[src/rtl/ysyx_23060332_mem_arbiter_if.sv]
// rtl/ysyx_23060332_mem_arbiter_if.sv - IFU/LSU request/response channels and shared memory port
// master: the arbiter's view; slave: the requesters' and memory model's view.
interface ysyx_23060332_mem_arbiter_if #(
  parameter int ADDR_W = 32,
  parameter int DATA_W = 32
);
  logic              ifu_req_valid;
  logic              ifu_req_ready;
  logic [ADDR_W-1:0] ifu_addr;
  logic              ifu_resp_valid;
  logic              ifu_resp_ready;
  logic [DATA_W-1:0] ifu_rdata;

  logic              lsu_req_valid;
  logic              lsu_req_ready;
  logic              lsu_wen;
  logic [ADDR_W-1:0] lsu_addr;
  logic [DATA_W-1:0] lsu_wdata;
  logic [7:0]        lsu_wmask;
  logic              lsu_resp_valid;
  logic              lsu_resp_ready;
  logic [DATA_W-1:0] lsu_rdata;

  logic              mem_valid;
  logic              mem_wen;
  logic [ADDR_W-1:0] mem_waddr;
  logic [DATA_W-1:0] mem_wdata;
  logic [7:0]        mem_wmask;
  logic [ADDR_W-1:0] mem_raddr;
  logic [DATA_W-1:0] mem_rdata;

  modport master (
    input  ifu_req_valid, ifu_addr, ifu_resp_ready,
    output ifu_req_ready, ifu_resp_valid, ifu_rdata,
    input  lsu_req_valid, lsu_wen, lsu_addr, lsu_wdata, lsu_wmask, lsu_resp_ready,
    output lsu_req_ready, lsu_resp_valid, lsu_rdata,
    output mem_valid, mem_wen, mem_waddr, mem_wdata, mem_wmask, mem_raddr,
    input  mem_rdata
  );

  modport slave (
    output ifu_req_valid, ifu_addr, ifu_resp_ready,
    input  ifu_req_ready, ifu_resp_valid, ifu_rdata,
    output lsu_req_valid, lsu_wen, lsu_addr, lsu_wdata, lsu_wmask, lsu_resp_ready,
    input  lsu_req_ready, lsu_resp_valid, lsu_rdata,
    input  mem_valid, mem_wen, mem_waddr, mem_wdata, mem_wmask, mem_raddr,
    output mem_rdata
  );
endinterface

[src/rtl/ysyx_23060332_mem_arbiter.sv]
// rtl/ysyx_23060332_mem_arbiter.sv - two-requester arbiter/sequencer in front of the shared memory port
// Define YSYX_23060332_ARB_RR_EN for round-robin arbitration; default is fixed LSU-over-IFU priority.
module ysyx_23060332_mem_arbiter #(
  parameter int LATENCY = 1,
  parameter int ADDR_W  = 32,
  parameter int DATA_W  = 32
) (
  input logic                         clock,
  input logic                         rst_n,
  ysyx_23060332_mem_arbiter_if.master bus
);
  typedef enum logic [1:0] {IDLE, ISSUE, WAIT, RESP} state_e;

  localparam logic       OWN_IFU  = 1'b0;
  localparam logic       OWN_LSU  = 1'b1;
  localparam logic [3:0] CNT_INIT = 4'(LATENCY - 1);

  state_e            state_q;
  logic              owner_q;
  logic              wen_q;
  logic [ADDR_W-1:0] addr_q;
  logic [DATA_W-1:0] wdata_q;
  logic [7:0]        wmask_q;
  logic [DATA_W-1:0] rdata_q;
  logic [3:0]        cnt_q;
  logic              mem_valid_q;
  logic              mem_wen_q;
  logic              ifu_resp_valid_q;
  logic              lsu_resp_valid_q;

  logic ifu_grant;
  logic lsu_grant;
  logic idle;
  logic resp_fire;

`ifdef YSYX_23060332_ARB_RR_EN
  logic last_grant_q;

  // On a tie the side that was not granted last time wins.
  always_comb begin
    ifu_grant = bus.ifu_req_valid && (!bus.lsu_req_valid || (last_grant_q == OWN_LSU));
    lsu_grant = bus.lsu_req_valid && !ifu_grant;
  end
`else
  always_comb begin
    lsu_grant = bus.lsu_req_valid;
    ifu_grant = bus.ifu_req_valid && !bus.lsu_req_valid;
  end
`endif

  assign idle      = (state_q == IDLE);
  assign resp_fire = (owner_q == OWN_LSU) ? bus.lsu_resp_ready : bus.ifu_resp_ready;

  assign bus.ifu_req_ready  = idle && ifu_grant;
  assign bus.lsu_req_ready  = idle && lsu_grant;
  assign bus.ifu_resp_valid = ifu_resp_valid_q;
  assign bus.lsu_resp_valid = lsu_resp_valid_q;
  assign bus.ifu_rdata      = (owner_q == OWN_IFU) ? rdata_q : '0;
  assign bus.lsu_rdata      = (owner_q == OWN_LSU) ? rdata_q : '0;
  assign bus.mem_valid      = mem_valid_q;
  assign bus.mem_wen        = mem_wen_q;
  assign bus.mem_waddr      = addr_q;
  assign bus.mem_raddr      = addr_q;
  assign bus.mem_wdata      = wdata_q;
  assign bus.mem_wmask      = wmask_q;

  always_ff @(posedge clock or negedge rst_n) begin
    if (!rst_n) begin
      state_q          <= IDLE;
      owner_q          <= OWN_IFU;
      wen_q            <= 1'b0;
      addr_q           <= '0;
      wdata_q          <= '0;
      wmask_q          <= '0;
      rdata_q          <= '0;
      cnt_q            <= '0;
      mem_valid_q      <= 1'b0;
      mem_wen_q        <= 1'b0;
      ifu_resp_valid_q <= 1'b0;
      lsu_resp_valid_q <= 1'b0;
`ifdef YSYX_23060332_ARB_RR_EN
      last_grant_q     <= OWN_LSU;
`endif
    end else begin
      case (state_q)
        IDLE: begin
          if (ifu_grant || lsu_grant) begin
            owner_q     <= lsu_grant;
            wen_q       <= lsu_grant && bus.lsu_wen;
            addr_q      <= lsu_grant ? bus.lsu_addr : bus.ifu_addr;
            wdata_q     <= lsu_grant ? bus.lsu_wdata : '0;
            wmask_q     <= lsu_grant ? bus.lsu_wmask : 8'h00;
            mem_valid_q <= 1'b1;
            mem_wen_q   <= lsu_grant && bus.lsu_wen;
            state_q     <= ISSUE;
`ifdef YSYX_23060332_ARB_RR_EN
            last_grant_q <= lsu_grant;
`endif
          end
        end
        ISSUE: begin
          // The single memory strobe: mem_rdata is combinational in this cycle.
          mem_valid_q <= 1'b0;
          mem_wen_q   <= 1'b0;
          rdata_q     <= wen_q ? '0 : bus.mem_rdata;
          cnt_q       <= CNT_INIT;
          if (LATENCY == 1) begin
            state_q          <= RESP;
            ifu_resp_valid_q <= (owner_q == OWN_IFU);
            lsu_resp_valid_q <= (owner_q == OWN_LSU);
          end else begin
            state_q <= WAIT;
          end
        end
        WAIT: begin
          cnt_q <= cnt_q - 4'd1;
          if (cnt_q == 4'd1) begin
            state_q          <= RESP;
            ifu_resp_valid_q <= (owner_q == OWN_IFU);
            lsu_resp_valid_q <= (owner_q == OWN_LSU);
          end
        end
        RESP: begin
          if (resp_fire) begin
            state_q          <= IDLE;
            ifu_resp_valid_q <= 1'b0;
            lsu_resp_valid_q <= 1'b0;
          end
        end
        default: state_q <= IDLE;
      endcase
    end
  end
endmodule

[src/flat_wrapper.sv]
// flat-port wrapper written by rule: the top's interface ports become plain ports
module ysyx_23060332_mem_arbiter_flat 
#(
  parameter int LATENCY = 1,
  parameter int ADDR_W  = 32,
  parameter int DATA_W  = 32
)
  (clock, rst_n, bus_ifu_req_valid, bus_ifu_addr, bus_ifu_resp_ready, bus_ifu_req_ready, bus_ifu_resp_valid, bus_ifu_rdata, bus_lsu_req_valid, bus_lsu_wen, bus_lsu_addr, bus_lsu_wdata, bus_lsu_wmask, bus_lsu_resp_ready, bus_lsu_req_ready, bus_lsu_resp_valid, bus_lsu_rdata, bus_mem_valid, bus_mem_wen, bus_mem_waddr, bus_mem_wdata, bus_mem_wmask, bus_mem_raddr, bus_mem_rdata);
  ysyx_23060332_mem_arbiter_if #(.ADDR_W(ADDR_W), .DATA_W(DATA_W)) bus_i ();
  input logic clock;
  input logic rst_n;
  input wire logic [$bits(bus_i.ifu_req_valid)-1:0] bus_ifu_req_valid;
  input wire logic [$bits(bus_i.ifu_addr)-1:0] bus_ifu_addr;
  input wire logic [$bits(bus_i.ifu_resp_ready)-1:0] bus_ifu_resp_ready;
  output wire logic [$bits(bus_i.ifu_req_ready)-1:0] bus_ifu_req_ready;
  output wire logic [$bits(bus_i.ifu_resp_valid)-1:0] bus_ifu_resp_valid;
  output wire logic [$bits(bus_i.ifu_rdata)-1:0] bus_ifu_rdata;
  input wire logic [$bits(bus_i.lsu_req_valid)-1:0] bus_lsu_req_valid;
  input wire logic [$bits(bus_i.lsu_wen)-1:0] bus_lsu_wen;
  input wire logic [$bits(bus_i.lsu_addr)-1:0] bus_lsu_addr;
  input wire logic [$bits(bus_i.lsu_wdata)-1:0] bus_lsu_wdata;
  input wire logic [$bits(bus_i.lsu_wmask)-1:0] bus_lsu_wmask;
  input wire logic [$bits(bus_i.lsu_resp_ready)-1:0] bus_lsu_resp_ready;
  output wire logic [$bits(bus_i.lsu_req_ready)-1:0] bus_lsu_req_ready;
  output wire logic [$bits(bus_i.lsu_resp_valid)-1:0] bus_lsu_resp_valid;
  output wire logic [$bits(bus_i.lsu_rdata)-1:0] bus_lsu_rdata;
  output wire logic [$bits(bus_i.mem_valid)-1:0] bus_mem_valid;
  output wire logic [$bits(bus_i.mem_wen)-1:0] bus_mem_wen;
  output wire logic [$bits(bus_i.mem_waddr)-1:0] bus_mem_waddr;
  output wire logic [$bits(bus_i.mem_wdata)-1:0] bus_mem_wdata;
  output wire logic [$bits(bus_i.mem_wmask)-1:0] bus_mem_wmask;
  output wire logic [$bits(bus_i.mem_raddr)-1:0] bus_mem_raddr;
  input wire logic [$bits(bus_i.mem_rdata)-1:0] bus_mem_rdata;
  assign bus_i.ifu_req_valid = bus_ifu_req_valid;
  assign bus_i.ifu_addr = bus_ifu_addr;
  assign bus_i.ifu_resp_ready = bus_ifu_resp_ready;
  assign bus_ifu_req_ready = bus_i.ifu_req_ready;
  assign bus_ifu_resp_valid = bus_i.ifu_resp_valid;
  assign bus_ifu_rdata = bus_i.ifu_rdata;
  assign bus_i.lsu_req_valid = bus_lsu_req_valid;
  assign bus_i.lsu_wen = bus_lsu_wen;
  assign bus_i.lsu_addr = bus_lsu_addr;
  assign bus_i.lsu_wdata = bus_lsu_wdata;
  assign bus_i.lsu_wmask = bus_lsu_wmask;
  assign bus_i.lsu_resp_ready = bus_lsu_resp_ready;
  assign bus_lsu_req_ready = bus_i.lsu_req_ready;
  assign bus_lsu_resp_valid = bus_i.lsu_resp_valid;
  assign bus_lsu_rdata = bus_i.lsu_rdata;
  assign bus_mem_valid = bus_i.mem_valid;
  assign bus_mem_wen = bus_i.mem_wen;
  assign bus_mem_waddr = bus_i.mem_waddr;
  assign bus_mem_wdata = bus_i.mem_wdata;
  assign bus_mem_wmask = bus_i.mem_wmask;
  assign bus_mem_raddr = bus_i.mem_raddr;
  assign bus_i.mem_rdata = bus_mem_rdata;
  ysyx_23060332_mem_arbiter #(.LATENCY(LATENCY), .ADDR_W(ADDR_W), .DATA_W(DATA_W)) u_core (.clock(clock), .rst_n(rst_n), .bus(bus_i));
endmodule
[config.mk]
export PLATFORM = sky130hd
export DESIGN_NAME = ysyx_23060332_mem_arbiter_flat
export DESIGN_NICKNAME = d
export VERILOG_FILES = /design/src/rtl/ysyx_23060332_mem_arbiter_if.sv /design/src/rtl/ysyx_23060332_mem_arbiter.sv /design/src/flat_wrapper.sv
export SDC_FILE = /design/constraint.sdc
export NUM_CORES = 1
export LEC_CHECK = 0
export CAP_MARGIN = 20
export CORE_AREA = 2 2 124 126
export CTS_BUF_LIST = sky130_fd_sc_hd__clkbuf_8 sky130_fd_sc_hd__clkbuf_16
export DETAILED_ROUTE_END_ITERATION = 8
export DIE_AREA = 0 0 126 128
export DONT_BUFFER_PORTS = 1
export RECOVER_POWER = 100
export SLEW_MARGIN = 15
export SYNTH_ARGS = -nofsm -noshare
export SYNTH_HDL_FRONTEND = slang
export SYNTH_SLANG_ARGS = --single-unit
[constraint.sdc]
create_clock -name clock -period 2.4 [get_ports clock]
set_clock_uncertainty 0.1 [all_clocks]
set_input_delay 0.48 -clock clock [delete_from_list [all_inputs] [get_ports clock]]
set_output_delay 0.48 -clock clock [all_outputs]
set_load 0.005 [all_outputs]
==> out/metrics.cfg <==
[run_status]
outcome=complete, but fails checks
violations=hold timing

[power]
ir_worst_vdd_v=0.000507
p_leak_nw=2.81
p_per_area_nw_per_um2=1480

[die]
pin_count=317
row_count=45
fp.dieH_um=128
start_util_pct=36.7
coreArea_sq_um=14900
die_x_um=126
dieArea_sq_um=16100

[sta]
fin_crit_sh_pct=92.7
hold_ws_ns=-0.328
fin_crit_ns=2.22
clock.fmax_mhz=450
setup_viol=0
relSlewSlack_pct=33.5
worst_pin_slew_ns=0.998
fin_setup_tns_ns=0
slew_viol_final=0
worst_slack_ns=0.176
hold_violations=116
rsz0062_at_grt=no

[clocking]
cts_tree=built
numClockSinks=116
postCtsSetupBuffers=0
clk_latency_ns=0.40
cts_buffers=17
htreeDepth=4
root_buffer=clkbuf_16
clockBufferDepth=2
path_clk_slew_ns=0.05

[worst_setup_path]
path_buf_inv=1
worstPathRequired_ns=1.82
endpoint_kind=output pin
path_class=flip-flop to output pin
critical-path-max-stage-delay_ns=0.50
cp_max_fo=54
start_kind=flip-flop
crit_chain=clkbuf_4 > and2_1
path_delay_family=flip-flops
critPathArrivalTime_ns=1.64
worst_path_max_delay_cell=dfrtp_2

[global_routing]
grt_pass1_wl_mm=18.9
overflow=0
grt_max_degree=117
grt_usage_pct=15.4
grt_pass1_vias=3397
antenna_found_initial=0

[detailed_routing]
drt.antenna.violating_nets=0
first_pass_iters=4
top_layer=met4
vias=3594
wl_met2_mm=6.15
drt_iter0_drc=175
post-route-drc-count=0
met1_length_mm=5.30
vias_per_cell=5.26
post_drt_wl_per_cell_um=18.8
wl_mm=12.8
route.met3.wl_mm=1.25

[synth]
yosysSeqAreaShare_pct=53.3
syn_avg_cell_area_sq_um=10.3
ys_seq_elements=116
synth_fp_nets=678
synth_warnings=0
synth_cells=528
synth_cell_types=26
synth_area_sq_um=5450

[placement]
gp_congestion=0.828
dp.cells=652
hpwlAfterDp_mm=9.28
place_worst_setup_slack_ns=0.479
placed_area_sq_um=5360
io_buffers=0

[hold_path]
hold_path.class=primary input to asynchronous set/reset pin

[cells_and_area]
mostFrequentLayoutCell=dfrtp_1
drive_gt1_share_pct=7.68
final_util_pct=40.1
final_cell_mix=dfrtp_1, o21ai_0, a22o_1, inv_1, nor2_1
postLayoutCellArea_sq_um=5960
nets=633
fillerInstances=1444
final_cells=683
area_growth_pct=9.39
n_antenna_cell=0

[job]
cap_viol_max_count=0

per-stage QoR:
step                power (mW)  hold slack [ns]
floorplan                 5.92           0.0844
global placement          6.21           0.0875
detailed placement        6.33           0.0876
CTS                       8.97           -0.351
global route              9.47           -0.355
finish                    8.82           -0.328
worst register-to-register path, delay by kind of cell (launching register included):
| kind | cells | cell delay (ns) |
|---|---|---|
| flip-flops | 1 | 0.41 |
| adder cells (fa/ha/maj) | 1 | 0.23 |
| buffers and inverters | 2 | 0.91 |
| AO/OA/AOI/OAI | 1 | 0.15 |
| AND/OR/NAND/NOR | 1 | 0.22 |
cell families (layout without fill, tap and decap cells):
family          count (synthesis)  in the layout  share of synthesized area (%)
compound gates                118            118                           14.4
fa+ha+maj                       7              7                           1.61
buf+inv                       107             74                           9.83
flops                         116            116                           53.3
mux                            38             38                           7.03
simple gates                  142            142                           13.8
worst paths after layout:
check / from / endpoint / slack (ns) / depth (start not counted)
worst min register to register: u_core.bus.mem_wdata[29]$_DFFE_PN0P_ / u_core.bus.mem_wdata[29]$_DFFE_PN0P_ / 0.42 / 1
worst max register to register: u_core.state_q[1]$_DFFE_PN0P_ / u_core.rdata_q[30]$_DFFE_PN0P_ / 0.27 / 5
min in group clock: bus_mem_rdata[31] / u_core.rdata_q[31]$_DFFE_PN0P_ / 0.11 / 1
max in group asynchronous: rst_n / u_core.bus.mem_raddr[31]$_DFFE_PN0P_ / 2.31 / 0
worst min-delay path: rst_n / u_core.rdata_q[7]$_DFFE_PN0P_ / -0.33 / 0
worst max-delay path: u_core.owner_q$_DFFE_PN0P_ / bus_lsu_rdata[29] / 0.18 / 2
metal layers:
layer,GRT usage [%],vias to the layer above
met2,24.4,234
met3,6.26,9
met4,5.69,0
met1,19.0,1689
li1,-,1662
met5,0,-
flip-flops by register name, summed over array words and instances, names as in the netlist:
signal,flops
u_core.bus.mem_raddr,32
u_core.state_q,2
u_core.wen_q,1
u_core.bus.mem_wen,1
u_core.owner_q,1
u_core.bus.ifu_resp_valid,1
u_core.cnt_q,4
u_core.bus.mem_wmask,8
u_core.bus.mem_valid,1
u_core.rdata_q,32
u_core.bus.lsu_resp_valid,1
u_core.bus.mem_wdata,32
cell type report:
class | instances | area [sq um] | share of cell area (%)
Clock buffer | 22 | 494 | 8.29
Sequential cell | 116 | 2900 | 48.7
Timing Repair Buffer | 5 | 42.5 | 0.714
Clock inverter | 9 | 126 | 2.12
Tap cell | 188 | 235 | 3.95
Inverter | 38 | 143 | 2.39
Multi-Input combinational cell | 305 | 2020 | 33.8
cell usage after synthesis:
cell type / number / share of area (%)
nor3_1: 1 / 0.092
nor2b_1: 2 / 0.23
nand2b_1: 1 / 0.11
inv_1: 38 / 2.6
buf_4: 32 / 4.4
a221oi_2: 1 / 0.28
or3b_4: 1 / 0.21
a222oi_1: 1 / 0.18
clkbuf_1: 24 / 1.7
dfrtp_1: 116 / 53
a32o_1: 2 / 0.37
buf_2: 11 / 1.0
ha_1: 7 / 1.6
mux2_1: 2 / 0.41
a22o_1: 44 / 7.1
buf_1: 2 / 0.14
o21ai_0: 63 / 5.8
nand3b_1: 31 / 4.3
o2bb2ai_1: 1 / 0.16
o21ai_1: 5 / 0.46
mux2i_1: 36 / 6.6
or3_1: 2 / 0.23
and2_1: 33 / 3.8
nor2_1: 37 / 2.5
nand2_1: 34 / 2.3
a21o_1: 1 / 0.14
where the power goes:
part / total, mW / internal (mW) / switching, mW
Combinational: 2.37 / 1.02 / 1.35
Clock: 2.58 / 1.76 / 0.827
Sequential: 3.87 / 2.90 / 0.970
Total: 8.82 / 5.68 / 3.14
repair_timing:
item	4_1_cts	5_1_grt
endpoints found under the hold margin	116	116
endpoints found under the setup margin	0	1
gates resized for setup	0	1
Power figures use the tool's default switching activity.
